### src/rtl/force_pipeline_arbiter.sv
// Purpose: round-robin share of one force pipeline among NUM_REQ pair-filter requesters,
//          with a timestep sequencer (IDLE -> RUN -> DRAIN -> DONE).
// Latency: 1 cycle from req_valid & req_ready to pipe_pkt.
// Backpressure: stall blocks every grant (req_ready all zero) and a null bubble is issued instead.
module force_pipeline_arbiter #(
    parameter int NUM_REQ      = 4,
    parameter int DRAIN_CYCLES = 8,
    parameter int CNT_W        = 32
) (
    input  logic                     clk,
    input  logic                     reset,
    input  logic                     start,
    input  logic                     stall,
    input  logic [NUM_REQ-1:0]       req_valid,
    input  logic [NUM_REQ*226-1:0]   req_pair,
    input  logic [NUM_REQ-1:0]       req_done,
    output logic [NUM_REQ-1:0]       req_ready,
    output logic [226:0]             pipe_pkt,
    output logic                     busy,
    output logic                     done,
    output logic [CNT_W-1:0]         pair_count
);

    localparam int PAIR_W = 226;
    localparam int PKT_W  = PAIR_W + 1;
    localparam int PTR_W  = (NUM_REQ > 1) ? $clog2(NUM_REQ) : 1;
    localparam int DCNT_W = (DRAIN_CYCLES > 1) ? $clog2(DRAIN_CYCLES + 1) : 1;

    // Null bubble: flag bit set, payload zero
    localparam logic [PKT_W-1:0] NULL_PKT = {1'b1, {PAIR_W{1'b0}}};

    typedef enum logic [1:0] {
        S_IDLE  = 2'd0,
        S_RUN   = 2'd1,
        S_DRAIN = 2'd2,
        S_DONE  = 2'd3
    } state_t;

    state_t              r_state;
    logic [PTR_W-1:0]    r_rr_ptr;
    logic [NUM_REQ-1:0]  r_done_seen;
    logic [DCNT_W-1:0]   r_drain_cnt;
    logic [PKT_W-1:0]    r_pipe_pkt;
    logic [CNT_W-1:0]    r_pair_count;
    logic                r_busy;
    logic                r_done;

    logic [NUM_REQ-1:0]  w_eligible;
    logic [NUM_REQ-1:0]  w_grant;
    logic                w_found;
    logic [PTR_W-1:0]    w_gidx;
    logic [PTR_W-1:0]    w_next_ptr;
    logic [PAIR_W-1:0]   w_sel_pair;
    logic                w_xfer;
    logic [NUM_REQ-1:0]  w_seen_next;
    logic                w_all_done;

    // Position k steps past the round-robin pointer, wrapped to the requester range
    function automatic int wrap_idx(input int base, input int k);
        return (base + k) % NUM_REQ;
    endfunction

    // Requesters that may be granted this cycle: only in RUN, not finished, no stall
    always_comb begin
        w_eligible = '0;
        if (r_state == S_RUN && !stall) begin
            w_eligible = req_valid & ~r_done_seen;
        end
    end

    // Round-robin search starting at r_rr_ptr; first eligible index wins
    always_comb begin
        w_found = 1'b0;
        w_gidx  = '0;
        for (int k = 0; k < NUM_REQ; k++) begin
            if (!w_found && w_eligible[wrap_idx(int'(r_rr_ptr), k)]) begin
                w_found = 1'b1;
                w_gidx  = PTR_W'(wrap_idx(int'(r_rr_ptr), k));
            end
        end
    end

    // One-hot grant and the payload of the granted requester
    always_comb begin
        w_grant    = '0;
        w_sel_pair = '0;
        for (int i = 0; i < NUM_REQ; i++) begin
            if (w_found && (w_gidx == PTR_W'(i))) begin
                w_grant[i] = 1'b1;
                w_sel_pair = req_pair[PAIR_W*i +: PAIR_W];
            end
        end
    end

    // Pointer moves to the requester after the granted one, wrapping at NUM_REQ
    always_comb begin
        if (w_gidx == PTR_W'(NUM_REQ - 1)) begin
            w_next_ptr = '0;
        end else begin
            w_next_ptr = w_gidx + PTR_W'(1);
        end
    end

    // A requester finishing in this cycle still counts toward the all-done test
    always_comb begin
        w_xfer      = |(req_valid & w_grant);
        w_seen_next = r_done_seen | req_done;
        w_all_done  = &w_seen_next;
    end

    // Timestep sequencer, arbitration state and registered pipeline packet
    always_ff @(posedge clk) begin
        if (reset) begin
            r_state      <= S_IDLE;
            r_rr_ptr     <= '0;
            r_done_seen  <= '0;
            r_drain_cnt  <= '0;
            r_pipe_pkt   <= NULL_PKT;
            r_pair_count <= '0;
            r_busy       <= 1'b0;
            r_done       <= 1'b0;
        end else begin
            r_pipe_pkt <= NULL_PKT;
            case (r_state)
                S_IDLE, S_DONE: begin
                    if (start) begin
                        r_state      <= S_RUN;
                        r_rr_ptr     <= '0;
                        r_done_seen  <= '0;
                        r_pair_count <= '0;
                        r_busy       <= 1'b1;
                        r_done       <= 1'b0;
                    end
                end
                S_RUN: begin
                    if (w_xfer) begin
                        r_pipe_pkt <= {1'b0, w_sel_pair};
                        r_rr_ptr   <= w_next_ptr;
                        if (r_pair_count != {CNT_W{1'b1}}) begin
                            r_pair_count <= r_pair_count + CNT_W'(1);
                        end
                    end
                    r_done_seen <= w_seen_next;
                    if (w_all_done) begin
                        r_state     <= S_DRAIN;
                        r_drain_cnt <= DCNT_W'(DRAIN_CYCLES - 1);
                    end
                end
                S_DRAIN: begin
                    if (r_drain_cnt == '0) begin
                        r_state <= S_DONE;
                        r_busy  <= 1'b0;
                        r_done  <= 1'b1;
                    end else begin
                        r_drain_cnt <= r_drain_cnt - DCNT_W'(1);
                    end
                end
                default: begin
                    r_state <= S_IDLE;
                    r_busy  <= 1'b0;
                    r_done  <= 1'b0;
                end
            endcase
        end
    end

    assign req_ready  = w_grant;
    assign pipe_pkt   = r_pipe_pkt;
    assign busy       = r_busy;
    assign done       = r_done;
    assign pair_count = r_pair_count;

endmodule

### config.mk
export PLATFORM = sky130hd
export DESIGN_NAME = force_pipeline_arbiter
export DESIGN_NICKNAME = d
export VERILOG_FILES = /design/src/rtl/force_pipeline_arbiter.sv
export SDC_FILE = /design/constraint.sdc
export NUM_CORES = 1
export LEC_CHECK = 0
export CAP_MARGIN = 20
export CELL_PAD_IN_SITES_DETAIL_PLACEMENT = 1
export CELL_PAD_IN_SITES_GLOBAL_PLACEMENT = 1
export CORE_AREA = 2 2 458 460
export DETAILED_ROUTE_END_ITERATION = 12
export DIE_AREA = 0 0 460 462
export GPL_ROUTABILITY_DRIVEN = 0
export PLACE_DENSITY = 0.44
export SETUP_SLACK_MARGIN = 0.5
export SLEW_MARGIN = 30
export SYNTH_ARGS = -nofsm -noshare
export SYNTH_HDL_FRONTEND = slang
export SYNTH_SLANG_ARGS = --single-unit
### constraint.sdc
create_clock -name clk -period 5.39 [get_ports clk]
set_input_delay 1.078 -clock clk [delete_from_list [all_inputs] [get_ports clk]]
set_output_delay 1.078 -clock clk [all_outputs]
set_load 0.01 [all_outputs]
* After elaboration in Yosys (flattened, before gate mapping)
Index checks and enable logic that the tools add are counted.
** Storage, ports and cells
- Register bits :: 273
- Input port bits :: 916
- Output and inout port bits :: 265
- Logic and storage cells :: 125
** Operators by class
- $lt $le $gt $ge :: 4
- Reductions and logical operators :: 32
- Eq/ne operators :: 13
- Bitwise gates (word level) :: 9
- $add $sub $neg :: 6
- Mux-type cells :: 52
** Operators by type and width (number)
- $mux 226 :: 4
- $mux 227 :: 1
- $mux 32 :: 3
- $pmux 32 s2 :: 1
- $add 32x1->32 const B :: 1
- $ne 32x32->1 const B :: 1
- $mux 2 :: 10
- $mux 1 :: 19
- $mux 4 :: 4
- $pmux 4 s2 :: 2
- $lt 3x4->1 const B :: 3
- $reduce_and 3->1 :: 4
- $ne 2x2->1 const B :: 5
- $reduce_or 2->1 :: 5
- $and 4x4->4 :: 2
- $bmux 1 s2 :: 4
- $eq 2x2->1 const B :: 4
- $logic_and 1x1->1 :: 8
- $reduce_and 4->1 :: 2
- $pmux 2 s3 :: 1
- $reduce_bool 2->1 :: 3
- $add 2x1->2 const B :: 2
- $add 2x2->2 const B :: 2
- $eq 2x1->1 const B :: 2
- other kinds (15) :: 23

* Logic depth before layout (Yosys ltp)
Gate-level depths: netlist of the first run.
- Depth after elaboration :: 22
- Depth in mapped cells :: 14
- Depth with buffers taken out :: 12

* Least setup slack after synthesis of the first run
Ideal clock, no wire load.
- Path kind :: in2reg
- Start point :: input port req_valid[3]
- End point :: register r_pipe_pkt[0], in the netlist pipe_pkt[0]
- Setup time :: 132 ps
- Stages on the path :: 13
- Path buffers :: 3
- Data arrival time :: 3812 ps
- Setup slack :: 1446 ps
- Data required time :: 5258 ps
- Path through :: nor2b_1 > o221ai_1 > a221oi_1 > inv_1 > ha_1 > a22o_1 > a221oi_1 > nor4_1 > inv_1 > clkbuf_1 > clkbuf_1 > clkbuf_1 > nor3_1
** On the way
- Longest elaborated chain between the ends :: 21
- Elaborated cells between the ends (all ways) :: 47
- Classes of those cells :: eq/ne: 3; mux: 28; bitwise: 3; reduce/logical: 13
** Ends and longest elaborated chain
- from (decl) :: RTL line 14 : input logic [NUM_REQ-1:0] req_valid,
- $and 4x4->4 :: RTL line 67 : w_eligible = req_valid & ~r_done_seen;
- $mux 4 :: RTL line 66 : if (r_state == S_RUN && !stall) begin
- $bmux 1 s2 :: RTL line 76 : if (!w_found && w_eligible[wrap_idx(int'(r_rr_ptr), k)]) begin
- $mux 1 (not written as such) :: RTL line 76
- $mux 1 :: RTL line 76
- $logic_not 1->1 :: RTL line 76
- $logic_and 1x1->1 :: RTL line 76
- $mux 1 :: RTL line 76
- [... 5 more ...]
- $mux 2 :: RTL line 76
- $eq 2x1->1, or another cell as far along :: RTL line 88 : if (w_found && (w_gidx == PTR_W'(i))) begin
- $logic_and 1x1->1 :: RTL line 88
- $mux 1 :: RTL line 88
- $and 4x4->4 :: RTL line 106 : w_xfer = |(req_valid & w_grant);
- $reduce_or 4->1 :: RTL line 106
- $not 1->1 (no line)
- $reduce_or 3->1 (no line)
- to (signal assigned) :: RTL line 137 : r_pipe_pkt <= {1'b0, w_sel_pair};
- to (decl) :: RTL line 43 : logic [PKT_W-1:0] r_pipe_pkt;
Parallel ways exist; a longest one is shown, timed or not. The select of a mux whose other input is x is not followed.
A chain may end at the register's enable or synchronous reset.

* Worst setup path in the final report of the first run
- Start point :: input port req_valid[3]
- End point :: output port req_ready[3]
** On the way
- Longest elaborated chain between the ends :: 17
- Elaborated cells between the ends (all ways) :: 30
- Classes of those cells :: eq/ne: 1; mux: 21; bitwise: 1; reduce/logical: 7
** Ends and longest elaborated chain
- $and 4x4->4 (*) :: RTL line 67
- $mux 4 (*) :: RTL line 66
- $bmux 1 s2 :: RTL line 76
- $mux 1 (not written as such) :: RTL line 76
- $mux 1 :: RTL line 76
- $logic_not 1->1 :: RTL line 76
- $logic_and 1x1->1 :: RTL line 76
- $mux 1 :: RTL line 76
- $logic_not 1->1 :: RTL line 76
- $logic_and 1x1->1 :: RTL line 76
- $mux 1 :: RTL line 76
- $logic_not 1->1 :: RTL line 76
- $logic_and 1x1->1 :: RTL line 76
- $mux 2 :: RTL line 76
- $eq 2x2->1 :: RTL line 88
- $logic_and 1x1->1 (*) :: RTL line 88
- $mux 1 (*) :: RTL line 88
- to (decl) :: RTL line 17 : output logic [NUM_REQ-1:0] req_ready,
Mark *: on every way between the ends. The rest lies on a longest branch, timed or not. The select of a mux whose other input is x is not followed.

==> summary.txt, run 1 <==
Detailed routing
  – Via count: 18700
  – DRT antenna net count: 0
  – DRC: 0
  – Initial DRC Count: 1026
  – DR WL/cell: 31.7 um
  – Total wire length: 169 mm
  – 1st-pass router iterations: 5
  – Vias per cell: 3.48

Clocking
  – CTS tree: done
  – H-tree lvl count: 2
  – Clk_lat worst skew: 0.63 ns
  – CTS Buf Count: 44
  – Clock Path Buffers: 3
  – Register clock-pin slew on the reported worst setup and hold paths: 0.05 ns
  – Cts hold-fix bufs: 0
  – TritonCTS Sinks: 273
  – Clock root cell: clkbuf_16

Cells and area
  – Final net count: 3492
  – Share of post-route cells with drive strength above 1: 7.15%
  – Area Overhead vs Synth: 139%

Timing
  – Rel. slew slack: 28.7%
  – Final-report hold violation count: 0
  – Unrepaired setup endpoints after global routing: false
  – Setup TNS: 0 ns
  – Final Worst Setup Slack: 0.647 ns
  – Transition time of the tightest slew-check pin: 1.07 ns
  – Final-report max-slew violation count: 0
  – Fin crit period: 4.74 ns
  – Setup Skew: 0.0250 ns
  – Final period utilization: 88.0%
  – Fmax: 211 MHz
  – # setup viols final: 0

Placed design
  – Setup WS pre-CTS: 0.243 ns
  – Post-DP HPWL: 147 mm
  – I/O Buffers: 1180

Floorplan
  – Core Area: 208000 um2
  – Die height: 462 um
  – Die area: 213000 um2
  – DIE WIDTH: 460 um
  – Site Rows: 168
  – Ports: 1181
  – Initial core utilization: 5.96%

Logic synthesis
  – Post-synth cell types: 49
  – Post-Syn Nets: 2340
  – Number of synthesized flops with an enable pin: 0
  – Yosys warning total: 0
  – Cells after Synth: 1416
  – Synthesized area: 12400 um2
  – Async set-or-reset flop fraction in the synthesized netlist: 0%
  – #FFs+latches synth: 273
  – Synth Area per Inst: 8.75 um2
  – Seq/Total Area, Yosys: 44.1%
  – Most used DFF post-synth: dfxtp_1

Power and ir drop
  – Pleak: 0.00922 uW
  – Tot Pwr: 7130 uW
  – VDD IR max: 196 uV
  – PD cells: 241 nW/um2

Worst setup path
  – Critical Path Start Type: input port
  – R2r setup slk: 1.49 ns
  – Worst EP required: 4.31 ns
  – Max FO, Critical Path: 4
  – CP endpoint kind: output port
  – Worst EP arrival: 3.67 ns
  – Worst setup path category: input port to output port

Global route
  – Number of global-route vias before repair: 19000
  – Global-route usage over all layers: 15.2%
  – Gr ovfl total: 0
  – Largest net degree at the start of global routing: 114
  – First-pass GRT wire length: 209 mm
  – Initial antenna violation count: 149

Job
  – Max capacitance violation total: 0

Outcome
  – Status: finished, final reports clean

Hold path
  – Hold crit path type: register to register
-- metrics by stage --
| step | area (um2) | utilization, % | hold WS (ns) | std cells |
|---|---|---|---|---|
| after floorplan | 12400 | - | 0.475 | 1416 |
| after global placement | 27900 | 13.4 | 0.502 | 5238 |
| after detailed placement | 28000 | 13.4 | 0.505 | 5240 |
| after CTS | 29500 | 14.2 | 0.518 | 5320 |
| after global routing | 29500 | 14.2 | 0.534 | 5334 |
| final | 29600 | 14.2 | 0.510 | 5355 |
-- state kept, by name (all words and copies together), names as in the netlist --
name	flops
r_done_seen	4
pipe_pkt	227
done	1
busy	1
r_drain_cnt	4
r_rr_ptr	2
pair_count	32
r_state	2
-- placed cells by master, fill, tap and decap left out, types with 7 or more instances in the layout --
master,n
nor3_1,247
clkinv_2,7
a21oi_1,38
a21o_1,12
dfxtp_1,273
diode_2,33
a221oi_1,227
nor2_1,16
nand3_1,18
buf_12,19
a31oi_1,7
or3_1,10
buf_4,72
and3_1,9
o31ai_1,7
clkdlybuf4s50_1,1180
clkbuf_16,44
o22ai_1,226
clkbuf_1,7
nand2_1,28
inv_1,16
o21ai_0,13
nand2b_1,17
clkbuf_8,9
-- layer usage --
metal	track usage, %	up-vias	share of wire, %
met2	26.4	1104	49
li1	-	8150	-
met3	6.56	292	10
met1	16.7	9021	38
met4	4.27	84	2.9
met5	0	-	0.32
-- cell usage after synthesis (3+ instances only) --
library cell  instances  area [um2]
o21ai_0              13        65.1
nor4_1                6        37.5
nand2_1              29         109
nor2b_1               6        37.5
buf_2                 6        30.0
nor3_1              249        1250
inv_1                17        63.8
o21ai_1               6        30.0
a31oi_1               7        43.8
o32ai_1               4        35.0
ha_1                  8         100
a21o_1               12        90.1
and3_1                9        56.3
and2_1                3        18.8
o31ai_1               7        52.6
buf_1                11        41.3
dfxtp_1             273        5470
nand2b_1             17         106
a22o_1                4        35.0
a21oi_1              38         190
and4_1                3        26.3
a221oi_1            228        2000
nand4_1               6        37.5
or3_1                10        62.6
nor2_1               16        60.1
nand3_1              18        90.1
a211o_1               4        35.0
clkbuf_1            149         559
o21a_1                3        22.5
o22ai_1             230        1440
-- worst paths after layout --
kind	cells past startpoint	end	startpoint
worst max-delay path	9	req_ready[3]	req_valid[3]
worst max register to register	14	pipe_pkt[147]	r_done_seen[0]
worst min register to register	1	pair_count[31]	pair_count[31]
worst min-delay path	1	pair_count[31]	pair_count[31]
-- logic make-up after synthesis --
kind of cell	count (synthesis)	synth area share, %
buffers and inverters	184	5.69
AOI/OAI and AO/OA	566	33.2
xor gates and xnor gates	1	0.0707
and+or+nand+nor	382	16.0
muxes	2	0.172
DFF	273	44.1
adders and majority gates	8	0.807
-- repair_timing --
| action | CTS | global route |
|---|---|---|
| endpoints found under the setup margin | 1 | 1 |
| endpoints found under the hold margin | 0 | 0 |
| pin swaps | 0 | 2 |
| resized for setup | 2 | 2 |
| setup buffers | 0 | 1 |
| gates cloned | 0 | 0 |
-- where the power goes --
group | internal, uW | switching [uW] | total [uW]
combinational | 983 | 900 | 1880
sequential | 2070 | 41.0 | 2110
clock | 1870 | 1270 | 3140
total | 4910 | 2210 | 7130
-- critical path, cell delays in order --
cell and delay, ns:
clkdlybuf4s50_1 0.61, nor2b_2 0.25, o221ai_1 0.16, a221oi_2 0.35, ha_2 0.31, nand2_4 0.09
inv_1 0.09, buf_4 0.16, clkdlybuf4s50_1 0.55
-- area by class of cell --
type | count | area [um2]
fillers | 24400 | 179000
flip-flops and latches | 273 | 5470
clock inverters | 20 | 260
inverters | 17 | 71.3
diodes | 33 | 82.6
repair buffers | 1273 | 12800
multi-input cells | 959 | 6300
clock buffers | 60 | 1250
well taps | 2720 | 3400
Note: power is estimated with default switching activity, not from simulation.
==> run 2: changes to the inputs <==
CAP_MARGIN = unset   (was 20)
==> results of run 2 <==
Same layout as run 1: the final DEF is identical, and so are final timing and power.
==> run 3: changes to the inputs <==
--- a/constraint.sdc
+++ b/constraint.sdc
@@ -3,2 +3,2 @@
 set_output_delay 1.078 -clock clk [all_outputs]
-set_load 0.01 [all_outputs]
+set_load 0.02 [all_outputs]
==> run 3 against run 2 <==
Net effect: critical path depth is the same; hold slack gained 0.014 ns; design area shrank 0.29%; power shrank 3.7%; register-to-register slack gained 0.22 ns; via count grew 0.12%; clock skew grew 0.014 ns; largest power group unchanged; first-iteration DRC count shrank 11%.
==> summary.txt, run 3 (synthesis gave the netlist of run 1 again) <==
Outcome
  – Status: finished, final reports clean (unchanged)

Power and ir drop
  – Power share of the clock group: 41.8% (was 44.0%)
  – Sw frac: 32.3% (was 31.1%)
  – Comb power frac: 27.5% (was 26.4%)
  – Pleak: 0.00924 uW (was 0.00922 uW)
  – PD cells: 233 nW/um2 (was 241 nW/um2)
  – Net Switching: 2220 uW (was 2210 uW)
  – Seq pwr share: 30.7% (was 29.6%)
  – Cell Int Power: 4650 uW (was 4910 uW)
  – VDD IR max: 208 uV (was 196 uV)

Detailed routing
  – Via count: 18700 (about the same)
  – WL met3: 17.2 mm (was 17.4 mm)
  – DR WL/cell: 31.5 um (was 31.7 um)
  – DRC: 0 (unchanged)
  – Vias per cell: 3.48 (about the same)
  – Total wire length: 169 mm (about the same)
  – Initial DRC Count: 909 (was 1026)
  – 1st-pass router iterations: 5 (unchanged)
  – DRT antenna net count: 0 (unchanged)
  – Met1 WL: 65.1 mm (was 64.2 mm)
  – Top routing layer in use: met5 (unchanged)
  – Met2 routed WL: 82.7 mm (was 82.4 mm)

Timing
  – Unrepaired setup endpoints after global routing: false (unchanged)
  – Transition time of the tightest slew-check pin: 1.10 ns (was 1.07 ns)
  – Hold Slack: 0.524 ns (was 0.510 ns)
  – Final-report max-slew violation count: 0 (unchanged)
  – Rel. slew slack: 26.4% (was 28.7%)
  – Final Worst Setup Slack: 0.691 ns (was 0.647 ns)
  – # setup viols final: 0 (unchanged)
  – Setup Skew: 0.0386 ns (was 0.0250 ns)
  – Final-report hold violation count: 0 (unchanged)
  – Fmax: 213 MHz (was 211 MHz)
  – Final period utilization: 87.2% (was 88.0%)
  – Setup TNS: 0 ns (unchanged)
  – Fin crit period: 4.70 ns (was 4.74 ns)

Global route
  – Global-route usage over all layers: 15.1% (was 15.2%)
  – First-pass GRT wire length: 207 mm (was 209 mm)
  – Gr ovfl total: 0 (unchanged)
  – Largest net degree at the start of global routing: 131 (was 114)
  – Number of global-route vias before repair: 18700 (was 19000)
  – Initial antenna violation count: 160 (was 149)

Job
  – Max capacitance violation total: 0 (unchanged)

Cells and area
  – Max reg flops: 227 (unchanged)
  – Fillers: 24300 (was 24400)
  – Commonest cells after routing, fill and taps aside: clkdlybuf4s50_1, dfxtp_1, nor3_1, o22ai_1, a221oi_1 (was clkdlybuf4s50_1, dfxtp_1, nor3_1, a221oi_1, o22ai_1)
  – Share of post-route cells with drive strength above 1: 7.46% (was 7.15%)
  – Most common cell after layout, fill and taps aside: clkdlybuf4s50_1 (unchanged)
  – Multi-input gate area: 6290 um2 (was 6300 um2)
  – Final net count: 3508 (was 3492)
  – Area Overhead vs Synth: 138% (was 139%)
  – Seq. cell area: 5470 um2 (unchanged)
  – Final Util: 14.2% (about the same)

Worst setup path
  – Max FO, Critical Path: 5 (was 4)
  – Critical Path Start Type: input port (unchanged)
  – Worst EP arrival: 3.62 ns (was 3.67 ns)
  – Worst EP required: 4.31 ns (about the same)
  – CP endpoint kind: output port (unchanged)
  – Worst setup path category: input port to output port (unchanged)

Placed design
  – I/O Buffers: 1180 (unchanged)
  – Post-DP HPWL: 145 mm (was 147 mm)
  – Setup WS pre-CTS: 0.150 ns (was 0.243 ns)

Clocking
  – Clock root cell: clkbuf_16 (unchanged)
  – CTS Buf Count: 42 (was 44)
  – H-tree lvl count: 2 (unchanged)
  – Register clock-pin slew on the reported worst setup and hold paths: 0.06 ns (was 0.05 ns)
  – Clk_lat worst skew: 0.65 ns (was 0.63 ns)
  – TritonCTS Sinks: 273 (unchanged)
  – Clock Path Buffers: 3 (unchanged)
  – CTS tree: done (unchanged)

Floorplan
  – Ports: 1181 (unchanged)
  – Site Rows: 168 (unchanged)
  – Die area: 213000 um2 (unchanged)
  – Die height: 462 um (unchanged)
  – DIE WIDTH: 460 um (unchanged)
  – Initial core utilization: 5.96% (unchanged)
  – Core Area: 208000 um2 (unchanged)

Hold path
  – Hold crit path type: register to register (unchanged)
==> run 3: worst max-delay path, stage by stage <==
cell and delay [ns]:
clkdlybuf4s50_1 0.59, nand2b_1 0.18, o221ai_1 0.28, a221oi_2 0.11
buf_4 0.16, inv_1 0.09, ha_1 0.25, and2_1 0.25
clkdlybuf4s50_1 0.63
==> run 3: path summary, 6_finish.rpt <==
kind	from	endpoint	slack, ns	cells after the start
worst min register to register	pair_count[8]	pair_count[8]	0.52	2
worst max register to register	r_done_seen[0]	pipe_pkt[214]	1.71	14
worst max-delay path	req_valid[0]	req_ready[2]	0.69	9
worst min-delay path	pair_count[8]	pair_count[8]	0.52	2
==> run 3: layer usage <==
layer | track usage (%) | vias up
met3 | 6.50 | 295
met2 | 26.6 | 1079
met4 | 2.65 | 90
met5 | 0 | -
li1 | - | 8162
met1 | 16.9 | 9047
==> run 3: stage by stage <==
| stage | area (um2) | total power [uW] | std cells |
|---|---|---|---|
| after detailed placement | 28000 | 4050 | 5259 |
| after floorplan | 12400 | 2820 | 1416 |
| after global placement | 28000 | 4040 | 5257 |
| after global routing | 29400 | 7210 | 5341 |
| final | 29500 | 6860 | 5366 |
| after CTS | 29400 | 7040 | 5335 |
==> run 3: final cells by class <==
class / instances / share of cell area, %
clock buffer: 57 / 3.89
clock inverter: 18 / 0.691
timing repair buffer: 1291 / 43.5
tap: 2720 / 11.5
sequential: 273 / 18.5
inverter: 17 / 0.254
multi-input combinational: 959 / 21.3
antenna: 31 / 0.263
==> run 3: repair_timing <==
| item | CTS | global route |
|---|---|---|
| setup buffers | 1 | 0 |
| gates resized for setup | 5 | 3 |
| hold buffers | 0 | 0 |
| pin swaps | 2 | 0 |
| endpoints found under the setup margin | 2 | 3 |
==> run 3: power groups by stage <==
stage	Sequential (uW)	Combinational, uW	Clock [uW]
3_5_place_dp	2150	1900	0
3_3_place_gp	2150	1890	0
2_1_floorplan	2160	658	0
6_report	2110	1890	2870
5_1_grt	2110	2020	3070
4_1_cts	2110	1910	3020
